### config.mk
export PLATFORM = sky130hd
export DESIGN_NAME = decode_queue
export DESIGN_NICKNAME = d
export VERILOG_FILES = /design/src/rtl/riscv_pkg.sv /design/src/rtl/decode_imm_gen.sv /design/src/rtl/decode_queue.sv
export SDC_FILE = /design/constraint.sdc
export NUM_CORES = 1
export LEC_CHECK = 0
export CAP_MARGIN = 10
export CORE_MARGIN = 10
export CORE_UTILIZATION = 54
export DETAILED_ROUTE_END_ITERATION = 10
export PLACE_DENSITY = 0.87
export SYNTH_ARGS = -nofsm -noshare
export SYNTH_HDL_FRONTEND = slang
export SYNTH_SLANG_ARGS = --single-unit
### constraint.sdc
create_clock -name clk -period 9.25 [get_ports clk]
set_clock_uncertainty 0.2 [all_clocks]
set_input_delay 2.3125 -clock clk [delete_from_list [all_inputs] [get_ports clk]]
set_output_delay 2.3125 -clock clk [all_outputs]
set_load 0.005 [all_outputs]
### src/rtl/riscv_pkg.sv
// Shared RV32I decode definitions: opcodes, immediate formats and the queued entry layout.
// Build option DECODE_ILLEGAL_TRAP_EN adds an illegal-encoding flag to each entry.
package riscv_pkg;

    localparam logic [6:0] OPC_LUI    = 7'b0110111;
    localparam logic [6:0] OPC_AUIPC  = 7'b0010111;
    localparam logic [6:0] OPC_JAL    = 7'b1101111;
    localparam logic [6:0] OPC_JALR   = 7'b1100111;
    localparam logic [6:0] OPC_BRANCH = 7'b1100011;
    localparam logic [6:0] OPC_LOAD   = 7'b0000011;
    localparam logic [6:0] OPC_STORE  = 7'b0100011;
    localparam logic [6:0] OPC_OP_IMM = 7'b0010011;
    localparam logic [6:0] OPC_OP     = 7'b0110011;
    localparam logic [6:0] OPC_FENCE  = 7'b0001111;
    localparam logic [6:0] OPC_SYSTEM = 7'b1110011;

    typedef enum logic [2:0] {FMT_R, FMT_I, FMT_S, FMT_B, FMT_U, FMT_J} fmt_e;

    typedef struct packed {
        logic [6:0]  opcode;
        logic [2:0]  funct3;
        logic        funct7b;
        logic [4:0]  rd;
        logic [4:0]  rs1;
        logic [4:0]  rs2;
        logic [31:0] imm;
        logic [31:0] pc;
        logic        to_rs;
        logic        to_lsb;
        logic        is_store;
        logic        use_rs1;
        logic        use_rs2;
`ifdef DECODE_ILLEGAL_TRAP_EN
        logic        illegal;
`endif
    } dq_entry_t;

    // Unknown opcodes fall into FMT_R so they carry a zero immediate.
    function automatic fmt_e fmt_of(input logic [6:0] op);
        fmt_e f;
        case (op)
            OPC_LUI, OPC_AUIPC:                                 f = FMT_U;
            OPC_JAL:                                            f = FMT_J;
            OPC_BRANCH:                                         f = FMT_B;
            OPC_STORE:                                          f = FMT_S;
            OPC_JALR, OPC_LOAD, OPC_OP_IMM, OPC_FENCE, OPC_SYSTEM: f = FMT_I;
            default:                                            f = FMT_R;
        endcase
        return f;
    endfunction

endpackage

### src/rtl/decode_imm_gen.sv
// Combinational immediate generator plus routing/use flags for one instruction word.
// With DECODE_ILLEGAL_TRAP_EN it also flags encodings outside RV32I.
module decode_imm_gen
    import riscv_pkg::*;
(
    input  logic [31:0] inst,
`ifdef DECODE_ILLEGAL_TRAP_EN
    output logic        illegal,
`endif
    output logic [31:0] imm,
    output logic        to_rs,
    output logic        to_lsb,
    output logic        is_store,
    output logic        use_rs1,
    output logic        use_rs2
);

    logic [6:0] op;
    assign op = inst[6:0];

    always_comb begin
        case (fmt_of(op))
            FMT_I:   imm = {{20{inst[31]}}, inst[31:20]};
            FMT_S:   imm = {{20{inst[31]}}, inst[31:25], inst[11:7]};
            FMT_B:   imm = {{19{inst[31]}}, inst[31], inst[7], inst[30:25], inst[11:8], 1'b0};
            FMT_U:   imm = {inst[31:12], 12'b0};
            FMT_J:   imm = {{11{inst[31]}}, inst[31], inst[19:12], inst[20], inst[30:21], 1'b0};
            default: imm = '0;
        endcase
    end

    always_comb begin
        to_rs    = 1'b0;
        to_lsb   = 1'b0;
        is_store = 1'b0;
        use_rs1  = !(op == OPC_LUI || op == OPC_AUIPC || op == OPC_JAL);
        use_rs2  = (op == OPC_BRANCH || op == OPC_STORE || op == OPC_OP);
        case (op)
            OPC_LUI, OPC_AUIPC, OPC_JAL, OPC_JALR,
            OPC_BRANCH, OPC_OP_IMM, OPC_OP:  to_rs = 1'b1;
            OPC_LOAD:                        to_lsb = 1'b1;
            OPC_STORE: begin
                to_lsb   = 1'b1;
                is_store = 1'b1;
            end
            default: ;
        endcase
    end

`ifdef DECODE_ILLEGAL_TRAP_EN
    logic known_op;
    logic f7_form;
    logic f7_ok;

    always_comb begin
        case (op)
            OPC_LUI, OPC_AUIPC, OPC_JAL, OPC_JALR, OPC_BRANCH, OPC_LOAD,
            OPC_STORE, OPC_OP_IMM, OPC_OP, OPC_FENCE, OPC_SYSTEM: known_op = 1'b1;
            default:                                              known_op = 1'b0;
        endcase
        // Shift-immediates (funct3 001/101) reuse the funct7 field like OP.
        f7_form = (op == OPC_OP) || (op == OPC_OP_IMM && inst[13:12] == 2'b01);
        f7_ok   = (inst[31:25] == 7'b0000000) || (inst[31:25] == 7'b0100000);
        illegal = !known_op || (f7_form && !f7_ok);
    end
`endif

endmodule

### src/rtl/decode_queue.sv
// Decoded-instruction FIFO between ifetch and dispatch, resolving head operands against RF/ROB.
// Build option DECODE_ILLEGAL_TRAP_EN adds the out_illegal port.
module decode_queue
    import riscv_pkg::*;
#(
    parameter int DEPTH = 4,
    parameter int ROB_W = 4
) (
    input  logic             clk,
    input  logic             rst,
    input  logic             rdy,
    input  logic             rollback,
    input  logic             in_valid,
    output logic             in_ready,
    input  logic [31:0]      in_inst,
    input  logic [31:0]      in_pc,
    output logic [4:0]       rs1_index,
    output logic [4:0]       rs2_index,
    input  logic             rs1_dirty,
    input  logic             rs2_dirty,
    input  logic [ROB_W-1:0] rs1_rob_entry,
    input  logic [ROB_W-1:0] rs2_rob_entry,
    input  logic [31:0]      rs1_value,
    input  logic [31:0]      rs2_value,
    output logic [ROB_W-1:0] rs1_rob_q_entry,
    output logic [ROB_W-1:0] rs2_rob_q_entry,
    input  logic             rs1_rob_rdy,
    input  logic             rs2_rob_rdy,
    input  logic [31:0]      rs1_rob_value,
    input  logic [31:0]      rs2_rob_value,
`ifdef DECODE_ILLEGAL_TRAP_EN
    output logic             out_illegal,
`endif
    output logic             out_valid,
    input  logic             out_ready,
    output logic [6:0]       out_opcode,
    output logic [2:0]       out_funct3,
    output logic             out_funct7b,
    output logic [4:0]       out_rd,
    output logic [31:0]      out_imm,
    output logic [31:0]      out_pc,
    output logic [31:0]      out_rs1_val,
    output logic [31:0]      out_rs2_val,
    output logic             out_rs1_need_rob,
    output logic             out_rs2_need_rob,
    output logic [ROB_W-1:0] out_rs1_rob_id,
    output logic [ROB_W-1:0] out_rs2_rob_id,
    output logic             out_to_rs,
    output logic             out_to_lsb,
    output logic             out_is_store
);

    localparam int AW = $clog2(DEPTH);
    localparam int CW = AW + 1;

    dq_entry_t        mem [DEPTH];
    dq_entry_t        new_e;
    dq_entry_t        head;
    logic [AW-1:0]    wr_ptr;
    logic [AW-1:0]    rd_ptr;
    logic [CW-1:0]    count;
    logic             push;
    logic             pop;

    decode_imm_gen u_imm_gen (
        .inst     (in_inst),
`ifdef DECODE_ILLEGAL_TRAP_EN
        .illegal  (new_e.illegal),
`endif
        .imm      (new_e.imm),
        .to_rs    (new_e.to_rs),
        .to_lsb   (new_e.to_lsb),
        .is_store (new_e.is_store),
        .use_rs1  (new_e.use_rs1),
        .use_rs2  (new_e.use_rs2)
    );

    assign new_e.opcode  = in_inst[6:0];
    assign new_e.funct3  = in_inst[14:12];
    assign new_e.funct7b = in_inst[30];
    assign new_e.rs1     = in_inst[19:15];
    assign new_e.rs2     = in_inst[24:20];
    assign new_e.pc      = in_pc;
    assign new_e.rd      = (in_inst[6:0] == OPC_BRANCH || in_inst[6:0] == OPC_STORE) ? 5'd0 : in_inst[11:7];

    assign out_valid = (count != '0);
    assign in_ready  = (count < CW'(DEPTH)) || (out_valid && out_ready);
    assign push      = in_valid && in_ready && rdy && !rollback;
    assign pop       = out_valid && out_ready && rdy && !rollback;

    always_ff @(posedge clk) begin
        if (rst) begin
            wr_ptr <= '0;
            rd_ptr <= '0;
            count  <= '0;
        end else if (rdy) begin
            if (rollback) begin
                wr_ptr <= '0;
                rd_ptr <= '0;
                count  <= '0;
            end else begin
                if (push) wr_ptr <= wr_ptr + 1'b1;
                if (pop)  rd_ptr <= rd_ptr + 1'b1;
                case ({push, pop})
                    2'b10:   count <= count + 1'b1;
                    2'b01:   count <= count - 1'b1;
                    default: ;
                endcase
            end
        end
    end

    // Payload is deliberately not reset; out_valid qualifies it.
    always_ff @(posedge clk) begin
        if (push) mem[wr_ptr] <= new_e;
    end

    assign head            = mem[rd_ptr];
    assign rs1_index       = head.rs1;
    assign rs2_index       = head.rs2;
    assign rs1_rob_q_entry = rs1_rob_entry;
    assign rs2_rob_q_entry = rs2_rob_entry;

    always_comb begin
        out_rs1_val      = '0;
        out_rs1_need_rob = 1'b0;
        out_rs1_rob_id   = '0;
        if (head.use_rs1) begin
            if (!rs1_dirty)      out_rs1_val = rs1_value;
            else if (rs1_rob_rdy) out_rs1_val = rs1_rob_value;
            else begin
                out_rs1_need_rob = 1'b1;
                out_rs1_rob_id   = rs1_rob_entry;
            end
        end
    end

    always_comb begin
        out_rs2_val      = '0;
        out_rs2_need_rob = 1'b0;
        out_rs2_rob_id   = '0;
        if (head.use_rs2) begin
            if (!rs2_dirty)      out_rs2_val = rs2_value;
            else if (rs2_rob_rdy) out_rs2_val = rs2_rob_value;
            else begin
                out_rs2_need_rob = 1'b1;
                out_rs2_rob_id   = rs2_rob_entry;
            end
        end
    end

    assign out_opcode   = head.opcode;
    assign out_funct3   = head.funct3;
    assign out_funct7b  = head.funct7b;
    assign out_rd       = head.rd;
    assign out_imm      = head.imm;
    assign out_pc       = head.pc;
    assign out_to_rs    = head.to_rs;
    assign out_to_lsb   = head.to_lsb;
    assign out_is_store = head.is_store;
`ifdef DECODE_ILLEGAL_TRAP_EN
    assign out_illegal  = head.illegal;
`endif

endmodule

==> reports/metrics.yaml <==
cts_resized: 0
grt_pass1_wl_um: 69800
cellInternalPower_mw: 2.96
synth_edf_count: 380
most-common-layout-cells: "386 x clkdlybuf4s50_1, 380 x edfxtp_1, 93 x mux4_2"
leakagePower_nw: 6.97
cts_made_buffers: 37
area_growth_pct: 33.0
grt_pass1_vias: 10900
synthCells: 926
p_sw_mw: 0.739
worst_ep_required_time_ns: 6.74
status: "completed"
layout.nets: 1511
seqPwrFrac: 0.528
hp-class: "flip-flop to flip-flop"
numPortBuffers: 386
die_h_um: 193
holdBufCountCts: 0
io_pins: 387
end_kind: "output pin"
worst_pin_slew_ns: 1.18
finalHoldViolCount: 0
drc: 0
cts_tree: "yes"
antenna_found_initial: 9
synth.ff_latch_count: 389
arrival_ns: 5.06
via_count: 10100
cts_buffer_depth: 3
clk_latency_ns: 0.51
p_comb_frac: 0.081
drive_above_1_share: 0.127
grt_max_degree: 74
syn_area_sq_mm: 0.0161
grt_use_total: 0.255
cp_max_fo: 34
cap_violations: 0
async_reset_ff_frac: 0
overflow: 0
cp-start-kind: "primary input"
grt_setup_unrepaired: "no"
drv_slew: 0
first_iter_violations: 1050
min_period_ns: 7.57
ys.flop_type: "edfxtp_1"
power.share.clock: 0.391
place.gp.congestion: 0.924
r2r_slack_ns: 6.02
whs_ns: 0.313
swShare: 0.200
finalSetupTns_ns: 0
place_ws_ns: 1.67
wl_per_cell_um: 27.8
hpwl_um: 33300
htreeDepth: 2
antenna_left: 0
final_common_cell: "clkdlybuf4s50_1"
synth-seq-area-share: 0.719
synth_area_per_cell_sq_um: 17.4
relSlewSlack: 0.211
cts_setup_buffers: 0
setup_violations: 0
synth.distinct_cells: 56
hp-start: "wr_ptr[0]"
r2r-start: "count[2]"
power-per-cell-area_mw_per_mm2: 173
cp-startpoint: "rs2_dirty"
clock.fmax_mhz: 132
vias_per_cell: 5.85
worst_slack_ns: 1.68
ys_top_cells_by_area: "edfxtp_1 71%, mux4_2 13%, nor2b_1 2.7%"
yosysWarnings: 0
coreArea_sq_mm: 0.0296
die_area_sq_mm: 0.0372
clk_pin_slew_ns: 0.06
clkSinkCount: 389
ir_drop_mv: 0.114
netlist.top_cell.by_area: "edfxtp_1"
finalWirelength_um: 47700
netlist.area_leader.share: 0.708
initial_utilization: 0.545
finalCritPeriodShare: 0.818
path_class: "primary input to output pin"
cts-root-buf: "clkbuf_16"
die_w_um: 193
num_rows: 63
syn_nets: 1141
dr.pass1.iters: 5
-- stage by stage --
step / area [sq um] / power (mW) / util / instances
4_1_cts: 21400 / 3.72 / 0.725 / 1710
6_report: 21400 / 3.70 / 0.726 / 1719
3_3_place_gp: 20300 / 2.28 / 0.686 / 1647
3_5_place_dp: 20300 / 2.29 / 0.686 / 1647
5_1_grt: 21400 / 3.81 / 0.726 / 1719
2_1_floorplan: 16100 / 2.09 / - / 926
-- power by group through the flow --
| stage | registers, mW | logic [mW] | clock network, mW |
|---|---|---|---|
| finish | 1.95 | 0.300 | 1.45 |
| global route | 1.95 | 0.320 | 1.53 |
| CTS | 1.95 | 0.301 | 1.47 |
| detailed placement | 1.99 | 0.296 | 0 |
| global placement | 1.99 | 0.294 | 0 |
| floorplan | 1.99 | 0.0957 | 0 |
-- path summary, 6_finish.rpt --
| path | to | cells after the start |
|---|---|---|
| setup / recovery | out_rs2_val[29] | 6 |
| hold / removal | wr_ptr[0] | 2 |
| setup reg to reg | mem[2][32] | 4 |
| hold reg to reg | wr_ptr[0] | 2 |
-- cell type report --
cell class                 count  area (sq um)
clock inverter                12           160
clock buffer                  51           998
tap                          390           488
inverter                      14          52.6
timing repair buffer         396          3940
sequential                   389         11600
fill                        1824          8110
multi-input combinational    458          4190
antenna                        9          22.5
-- Yosys cell counts, drive strengths merged (3+ instances only) --
| library cell | number |
|---|---|
| edfxtp | 380 |
| mux4 | 93 |
| a21oi | 84 |
| nor2b | 70 |
| nor2 | 69 |
| clkbuf | 35 |
| buf | 29 |
| nand2 | 29 |
| and2 | 15 |
| inv | 14 |
| nand3 | 13 |
| dfxtp | 9 |
| a211oi | 8 |
| nand3b | 7 |
| a31oi | 5 |
| nor3 | 5 |
| nor3b | 5 |
| a22o | 4 |
| ha | 4 |
| mux2i | 4 |
| or3b | 4 |
| o21ai | 3 |
-- per-layer routing --
metal	track usage	wire length, um
met4	0.0915	1430
met1	0.286	15800
met3	0.0632	4240
met5	0	0
met2	0.461	26200
-- critical path, stage by stage --
cell             delay [ns]
clkdlybuf4s50_1        0.48
buf_4                  0.33
and2_1                 0.97
a21oi_1                0.25
nor2_1                 0.14
clkdlybuf4s50_1        0.54
-- flip-flops by register name, summed over array words and instances (netlist names), named ones only --
signal,count
count,3
wr_ptr,2
rd_ptr,2
mem,380
-- logic make-up after synthesis --
| family | after synthesis | share of synthesized area |
|---|---|---|
| fa+ha+maj | 5 | 0.00435 |
| simple gates | 231 | 0.0758 |
| compound gates | 121 | 0.0439 |
| xor+xnor | 2 | 0.00109 |
| mux | 99 | 0.134 |
| buf+inv | 79 | 0.0221 |
| flops | 389 | 0.719 |
(Power assumes the default switching activity.)
